### src/rtl/int_seq_pkg.sv
// Shared encodings and default vectors for the 6502 interrupt/reset sequencer.
package int_seq_pkg;

    localparam int unsigned VEC_W  = 16;
    localparam int unsigned KIND_W = 2;

    typedef enum logic [KIND_W-1:0] {
        INT_NONE = 2'd0,
        INT_IRQ  = 2'd1,
        INT_NMI  = 2'd2,
        INT_RST  = 2'd3
    } int_kind_e;

    typedef enum logic [1:0] {
        ST_RESET   = 2'd0,
        ST_IDLE    = 2'd1,
        ST_SERVICE = 2'd2
    } state_e;

    localparam logic [VEC_W-1:0] DEF_RST_VEC = 16'hFFFC;
    localparam logic [VEC_W-1:0] DEF_NMI_VEC = 16'hFFFA;
    localparam logic [VEC_W-1:0] DEF_IRQ_VEC = 16'hFFFE;

    // Vector low-byte address selected by an interrupt kind; NONE shares the IRQ/BRK vector.
    function automatic logic [VEC_W-1:0] kind_vec(input int_kind_e        kind,
                                                  input logic [VEC_W-1:0] rst_v,
                                                  input logic [VEC_W-1:0] nmi_v,
                                                  input logic [VEC_W-1:0] irq_v);
        case (kind)
            INT_RST: kind_vec = rst_v;
            INT_NMI: kind_vec = nmi_v;
            default: kind_vec = irq_v;
        endcase
    endfunction

endpackage

### src/rtl/int_seq_edge_det.sv
// Registered falling-edge detector; the sample register resets high so a pin held low
// through reset still produces one edge after release.
module int_seq_edge_det (
    input  logic clk,
    input  logic rst_n,
    input  logic d,
    output logic fall_c
);

    logic q;

    always_ff @(posedge clk or negedge rst_n) begin
        if (!rst_n) begin
            q <= 1'b1;
        end else begin
            q <= d;
        end
    end

    assign fall_c = q & ~d;

endmodule

### src/rtl/int_seq.sv
// Interrupt and reset sequencer: decides at opcode fetch whether RST/NMI/IRQ is serviced
// and supplies vector, pushed B flag and write-inhibit for the service sequence.
module int_seq
    import int_seq_pkg::*;
#(
    parameter logic [VEC_W-1:0] RST_VEC = DEF_RST_VEC,
    parameter logic [VEC_W-1:0] NMI_VEC = DEF_NMI_VEC,
    parameter logic [VEC_W-1:0] IRQ_VEC = DEF_IRQ_VEC
) (
    input  logic              clk,
    input  logic              RST,
    input  logic              NMI,
    input  logic              IRQ,
    input  logic              SO,
    input  logic              sr_i,
    input  logic              fetch,
    input  logic              vec_fetch,
    output logic              force_brk,
    output logic [VEC_W-1:0]  vector,
    output logic [KIND_W-1:0] int_kind,
    output logic              b_flag,
    output logic              wr_inhibit,
    output logic              so_pulse
);

    state_e    state_q, state_d;
    int_kind_e kind_q, kind_d;
    int_kind_e take_c, eff_c;
    logic      nmi_latch, nmi_clr_c;
    logic      nmi_fall_c, so_fall_c;
    logic      irq_q;

    int_seq_edge_det u_nmi_edge (
        .clk    (clk),
        .rst_n  (RST),
        .d      (NMI),
        .fall_c (nmi_fall_c)
    );

    int_seq_edge_det u_so_edge (
        .clk    (clk),
        .rst_n  (RST),
        .d      (SO),
        .fall_c (so_fall_c)
    );

    // Candidate at a fetch boundary, and the kind in service after a possible NMI hijack.
    always_comb begin
        take_c = INT_NONE;
        if (nmi_latch) begin
            take_c = INT_NMI;
        end else if (!irq_q && !sr_i) begin
            take_c = INT_IRQ;
        end
        eff_c = kind_q;
        if (kind_q == INT_IRQ && nmi_latch) begin
            eff_c = INT_NMI;
        end
    end

    always_ff @(posedge clk or negedge RST) begin
        if (!RST) begin
            state_q <= ST_RESET;
        end else begin
            state_q <= state_d;
        end
    end

    // A new NMI edge in the clearing cycle wins so that NMI stays pending.
    always_ff @(posedge clk or negedge RST) begin
        if (!RST) begin
            kind_q    <= INT_RST;
            nmi_latch <= 1'b0;
            irq_q     <= 1'b1;
            so_pulse  <= 1'b0;
        end else begin
            kind_q    <= kind_d;
            nmi_latch <= nmi_fall_c | (nmi_latch & ~nmi_clr_c);
            irq_q     <= IRQ;
            so_pulse  <= so_fall_c;
        end
    end

    always_comb begin
        state_d   = state_q;
        kind_d    = kind_q;
        nmi_clr_c = 1'b0;
        case (state_q)
            ST_RESET: begin
                if (fetch) begin
                    state_d = ST_SERVICE;
                    kind_d  = INT_RST;
                end
            end
            ST_IDLE: begin
                if (fetch && take_c != INT_NONE) begin
                    state_d = ST_SERVICE;
                    kind_d  = take_c;
                end
                // A software BRK hijacked by NMI consumes the NMI at its vector read.
                if (vec_fetch && nmi_latch) begin
                    nmi_clr_c = 1'b1;
                end
            end
            ST_SERVICE: begin
                kind_d = eff_c;
                if (vec_fetch) begin
                    state_d   = ST_IDLE;
                    nmi_clr_c = (eff_c == INT_NMI);
                end
            end
            default: state_d = ST_RESET;
        endcase
    end

    always_comb begin
        force_brk  = 1'b0;
        int_kind   = INT_NONE;
        vector     = IRQ_VEC;
        b_flag     = 1'b0;
        wr_inhibit = 1'b0;
        case (state_q)
            ST_RESET: begin
                force_brk  = fetch & RST;
                int_kind   = INT_RST;
                vector     = RST_VEC;
                wr_inhibit = 1'b1;
            end
            ST_IDLE: begin
                if (fetch && take_c != INT_NONE) begin
                    force_brk = 1'b1;
                    int_kind  = take_c;
                    vector    = kind_vec(take_c, RST_VEC, NMI_VEC, IRQ_VEC);
                end else begin
                    b_flag = 1'b1;
                    vector = nmi_latch ? NMI_VEC : IRQ_VEC;
                end
            end
            ST_SERVICE: begin
                int_kind   = eff_c;
                vector     = kind_vec(eff_c, RST_VEC, NMI_VEC, IRQ_VEC);
                wr_inhibit = (eff_c == INT_RST);
            end
            default: ;
        endcase
    end

endmodule

### config.mk
export PLATFORM = sky130hd
export DESIGN_NAME = int_seq
export DESIGN_NICKNAME = d
export VERILOG_FILES = /design/src/rtl/int_seq_pkg.sv /design/src/rtl/int_seq_edge_det.sv /design/src/rtl/int_seq.sv
export SDC_FILE = /design/constraint.sdc
export NUM_CORES = 1
export LEC_CHECK = 0
export CORE_MARGIN = 2
export CORE_UTILIZATION = 24
export DETAILED_ROUTE_END_ITERATION = 6
export PLACE_DENSITY = 0.45
export SLEW_MARGIN = 10
export SYNTH_ARGS = -nofsm -noshare
export SYNTH_HDL_FRONTEND = slang
export SYNTH_SLANG_ARGS = --single-unit
export TNS_END_PERCENT = 20
### constraint.sdc
create_clock -name clk -period 3.3 [get_ports clk]
set_clock_uncertainty 0.1 [all_clocks]
set_input_delay 0.825 -clock clk [delete_from_list [all_inputs] [get_ports clk]]
set_output_delay 0.825 -clock clk [all_outputs]
set_load 0.05 [all_outputs]
# == After elaboration in Yosys (flattened, before gate mapping) ==
# Index checks and enable logic that the tools add are counted.
# totals
register_bits,9
in_bits,8
out_inout_bits,22
word_cells,61
# op_classes
eq_ne,10
muxes,25
bitwise_logic,8
reduce_logical,11
# op_table
operator,n
case mux 16 bit (3 select lines),1
case mux 2 bit (3 select lines),3
two-way mux 16 bit,1
two-way mux 2 bit,8
case mux 3 bit (2 select lines),2
equality test 2 bit (second input constant),5
two-way mux 1 bit,6
!= test 2 bit (second input constant),3
case mux 1 bit (2 select lines),3
AND reduction 3 bit,2
bitwise AND 1 bit,4
equality test 2 x 1 -> 1 bit (second input constant),2
logical AND 1 bit,4
two-way mux 3 bit,1
NOT 1 bit,3
nonzero test 3 bit,1
zero test 1 bit,2
zero test 2 bit,1
nonzero test 2 bit,1
OR 1 bit,1

# == Depth between registers and ports, before layout ==
# depth
word_depth,9
ltp_mapped,6
mapped_depth_nobuf,5

# == Modules after synthesis ==
# A second synthesis with hierarchy kept.
# unflattened
cells_unflattened,79
area_unflattened_um2,797.0
# modules_own_cells
module,n_inst,cells_each,area_each_um2,seq_area_each_um2
int_seq,1,75,716.9,178.9
int_seq_edge_det,2,2,40.0,26.3

# == Least setup slack after synthesis ==
# No wires, ideal clock.
# synth_path
path_type,input -> output
from,input sr_i
to,output int_kind[0]
t_arrival_ns,2.034
required_ns,2.375
slack_ns,0.341
cell_stages,3
path_buffers,0
path_cell_list,nor4b_1 a21oi_1 a21oi_1
# synth_via
elab_chain_len,8
# synth_rtl
item,line_no,source
from (decl),int_seq.sv:15,"input logic sr_i,"
zero test 1 bit *,int_seq.sv:52,end else if (!irq_q && !sr_i) begin
logical AND 1 bit *,int_seq.sv:52,
two-way mux 1 bit *,int_seq.sv:52,
two-way mux 2 bit *,int_seq.sv:50,if (nmi_latch) begin
nonzero test 2 bit,int_seq.sv:130,if (fetch && take_c != INT_NONE) begin
logical AND 1 bit,int_seq.sv:130,
two-way mux 2 bit *,int_seq.sv:130,
case mux 2 bit (3 select lines) *,int_seq.sv:122,case (state_q)
to (decl),int_seq.sv:20,"output logic [KIND_W-1:0] int_kind,"
# Every way passes the cells marked *; elsewhere a longest branch is shown, timed or not.

# == Worst setup path in the final report ==
# layout_path
from,register state_q[0]
to,output wr_inhibit
# layout_via
elab_chain_len,2
elab_cells_between_ends,3
classes_between,eq/ne: 1; mux: 1; reduce/logical: 1
# layout_rtl
item,line_no,source
from (decl),int_seq.sv:26,"state_e state_q, state_d;"
from (signal assigned),int_seq.sv:65,state_q <= state_d;
equality test 2 bit or zero test 2 bit (tied branches),int_seq.sv:122,
case mux 1 bit (2 select lines) *,int_seq.sv:122,
to (decl),int_seq.sv:22,"output logic wr_inhibit,"
# Marks and branches as above.

==> qor.yml <==
status: "finished clean"
critPathBufInv: 2
synth_top_area_cell: "dfstp_2"
area_growth_pct: 20.7
setup_tns_ns: 0
place_hpwl_um: 1130
cts-htree-levels: 1
fillers: 337
cp.arrival_ns: 2.23
min_from: "u_so_edge.q"
synth.most_common_cell: "buf_4"
crit_family: "buffers and inverters"
synth_area_leaders: "dfstp_2, buf_4, dfrtp_1"
avgSynthCellArea_um2: 10.2
setup_viol: 0
path_cells: "inv_1, ha_1, a31o_2, clkdlybuf4s50_1"
die_y_um: 61.5
setup.worst_path.class: "reg2out"
diodes: 0
finalCritPeriodShare_pct: 95.7
drc: 0
crit_slowest_cell: "clkdlybuf4s50_1"
multiInputGateArea_um2: 423
hold_path_end: "so_pulse"
start_util_pct: 25.6
max_freq_mhz: 317
io_buffers: 15
post_cts_resized: 0
grt_pass1_vias: 530
finalCriticalPeriod_ns: 3.16
die_w_um: 61.5
vias: 545
hold_class: "reg2reg"
firstDrtPassIters: 4
hold_buffers: 0
via_per_inst: 4.04
worst_setup_path_end_kind: "primary output"
clk_pin_slew_worst_paths_ns: 0.06
r2r_start: "state_q[0]"
core_um2: 3100
wl_per_cell_um: 10.6
clkLatencyLatePin_ns: 0.25
gp_congestion: 0.715
drt_wl_total_um: 1430
hold-path-cell-count: 1
hold_violations: 0
worst_path_largest_cell_delay_ns: 0.81
postSynthCellCount: 78
rsz0062_at_grt: "no"
grt_first_pass_wirelength_um: 2310
ys_seq_area_share_pct: 29.2
rows: 20
r2r_slack_ns: 1.44
overflow: 0
ios: 30
rr_worst_depth: 5
tightest_slew_ns: 0.505
slew_viol_final: 0
ant_nets: 0
final_layout_size_suffix_gt1_share_pct: 26.4
synthTopCellsByCount: "buf_4, inv_1, dfstp_2, ha_1, dfrtp_1"
grt_max_degree: 13
synth-main-ff-cell: "dfstp_2"
clockRootBuffer: "clkbuf_4"
syn_area_um2: 793
synth_top_area_share_pct: 16.6
antenna_found_initial: 0
max-slew-margin-rel_pct: 66.2
clock_sinks: 9
maxCapViolations: 0
grt_usage_pct: 8.30
r2r_end: "kind_q[0]"
die_area_um2: 3780
ys_ff_latch: 9
cp.required_ns: 2.37
cts_buffers: 3
fin_util_pct: 30.8
seq_area_um2: 231
cts_setup_buffers: 0
async_flop_share_pct: 100
ys.warnings.count: 0
tritoncts: "yes"
nets: 105
start_kind: "register"
synth_enable_flop_cells: 0
netlist-cell-type-count: 37
clockBufferDepth: 2
drtIter0Drc: 6
critPathMaxFanout: 10
## registers in the layout, summed over array words and instances (netlist names)
signal,count
u_so_edge.q,1
state_q,2
nmi_latch,1
so_pulse,1
kind_q,2
irq_q,1
u_nmi_edge.q,1
## through the flow
| stage | worst slack, ns | std cells | area [µm²] | hold slack (ns) |
|---|---|---|---|---|
| after CTS | 0.121 | 135 | 948 | 0.411 |
| after detailed placement | 0.143 | 131 | 922 | 0.400 |
| after floorplan | 0.341 | 90 | 838 | 0.386 |
| after global routing | 0.0369 | 135 | 957 | 0.426 |
| final | 0.141 | 135 | 957 | 0.407 |
| after global placement | 0.128 | 131 | 922 | 0.396 |
## worst max-delay path by stage
stage,from,to,slack (ns),cells after the start
3_5_place_dp,sr_i,int_kind[0],0.14,5
4_1_cts,sr_i,int_kind[0],0.12,5
2_1_floorplan,sr_i,int_kind[0],0.34,3
3_3_place_gp,sr_i,int_kind[0],0.13,5
6_report,state_q[0],wr_inhibit,0.14,4
5_1_grt,state_q[0],wr_inhibit,0.04,4
## cells in the final DEF, fill, tap and decap left out, types with 2 or more instances in the layout
cell / count
dfrtp_1: 4
clkbuf_4: 3
a211o_1: 2
a21oi_1: 3
nand2_1: 3
clkdlybuf4s50_1: 10
inv_1: 7
buf_12: 4
conb_1: 14
o21bai_1: 2
buf_4: 2
ha_1: 4
nor2b_1: 2
dfstp_2: 5
## final cells by class
class                   count  share of cell area (%)
clock buffers               4                    2.75
inverters                   7                    2.75
multi-input cells          55                    44.2
flip-flops and latches      9                    24.2
well taps                  44                    5.75
repair buffers             16                    20.4
## per-layer routing
metal / wire [µm] / part of all wire [%] / vias up / track usage (%)
li1: - / - / 267 / -
met1: 705 / 49 / 257 / 11.3
met2: 628 / 44 / 21 / 12.8
met3: 94 / 6.6 / 0 / 3.36
met4: 0 / 0 / 0 / 0.912
met5: 0 / 0 / - / 0
## cell families (layout without fill, tap and decap cells)
kind of cell | Yosys count | after routing | synth area share (%)
AOI/OAI and AO/OA | 21 | 21 | 22.4
xor gates and xnor gates | 1 | 1 | 1.10
adders and majority gates | 5 | 5 | 7.89
buffers and inverters | 26 | 27 | 24.3
DFF | 9 | 9 | 29.2
muxes | 4 | 4 | 5.99
other | 2 | 14 | 0.947
and+or+nand+nor | 10 | 10 | 8.20
Power is not shown: default switching activity piles up to over one toggle a cycle in this logic, so the estimate is an artifact.
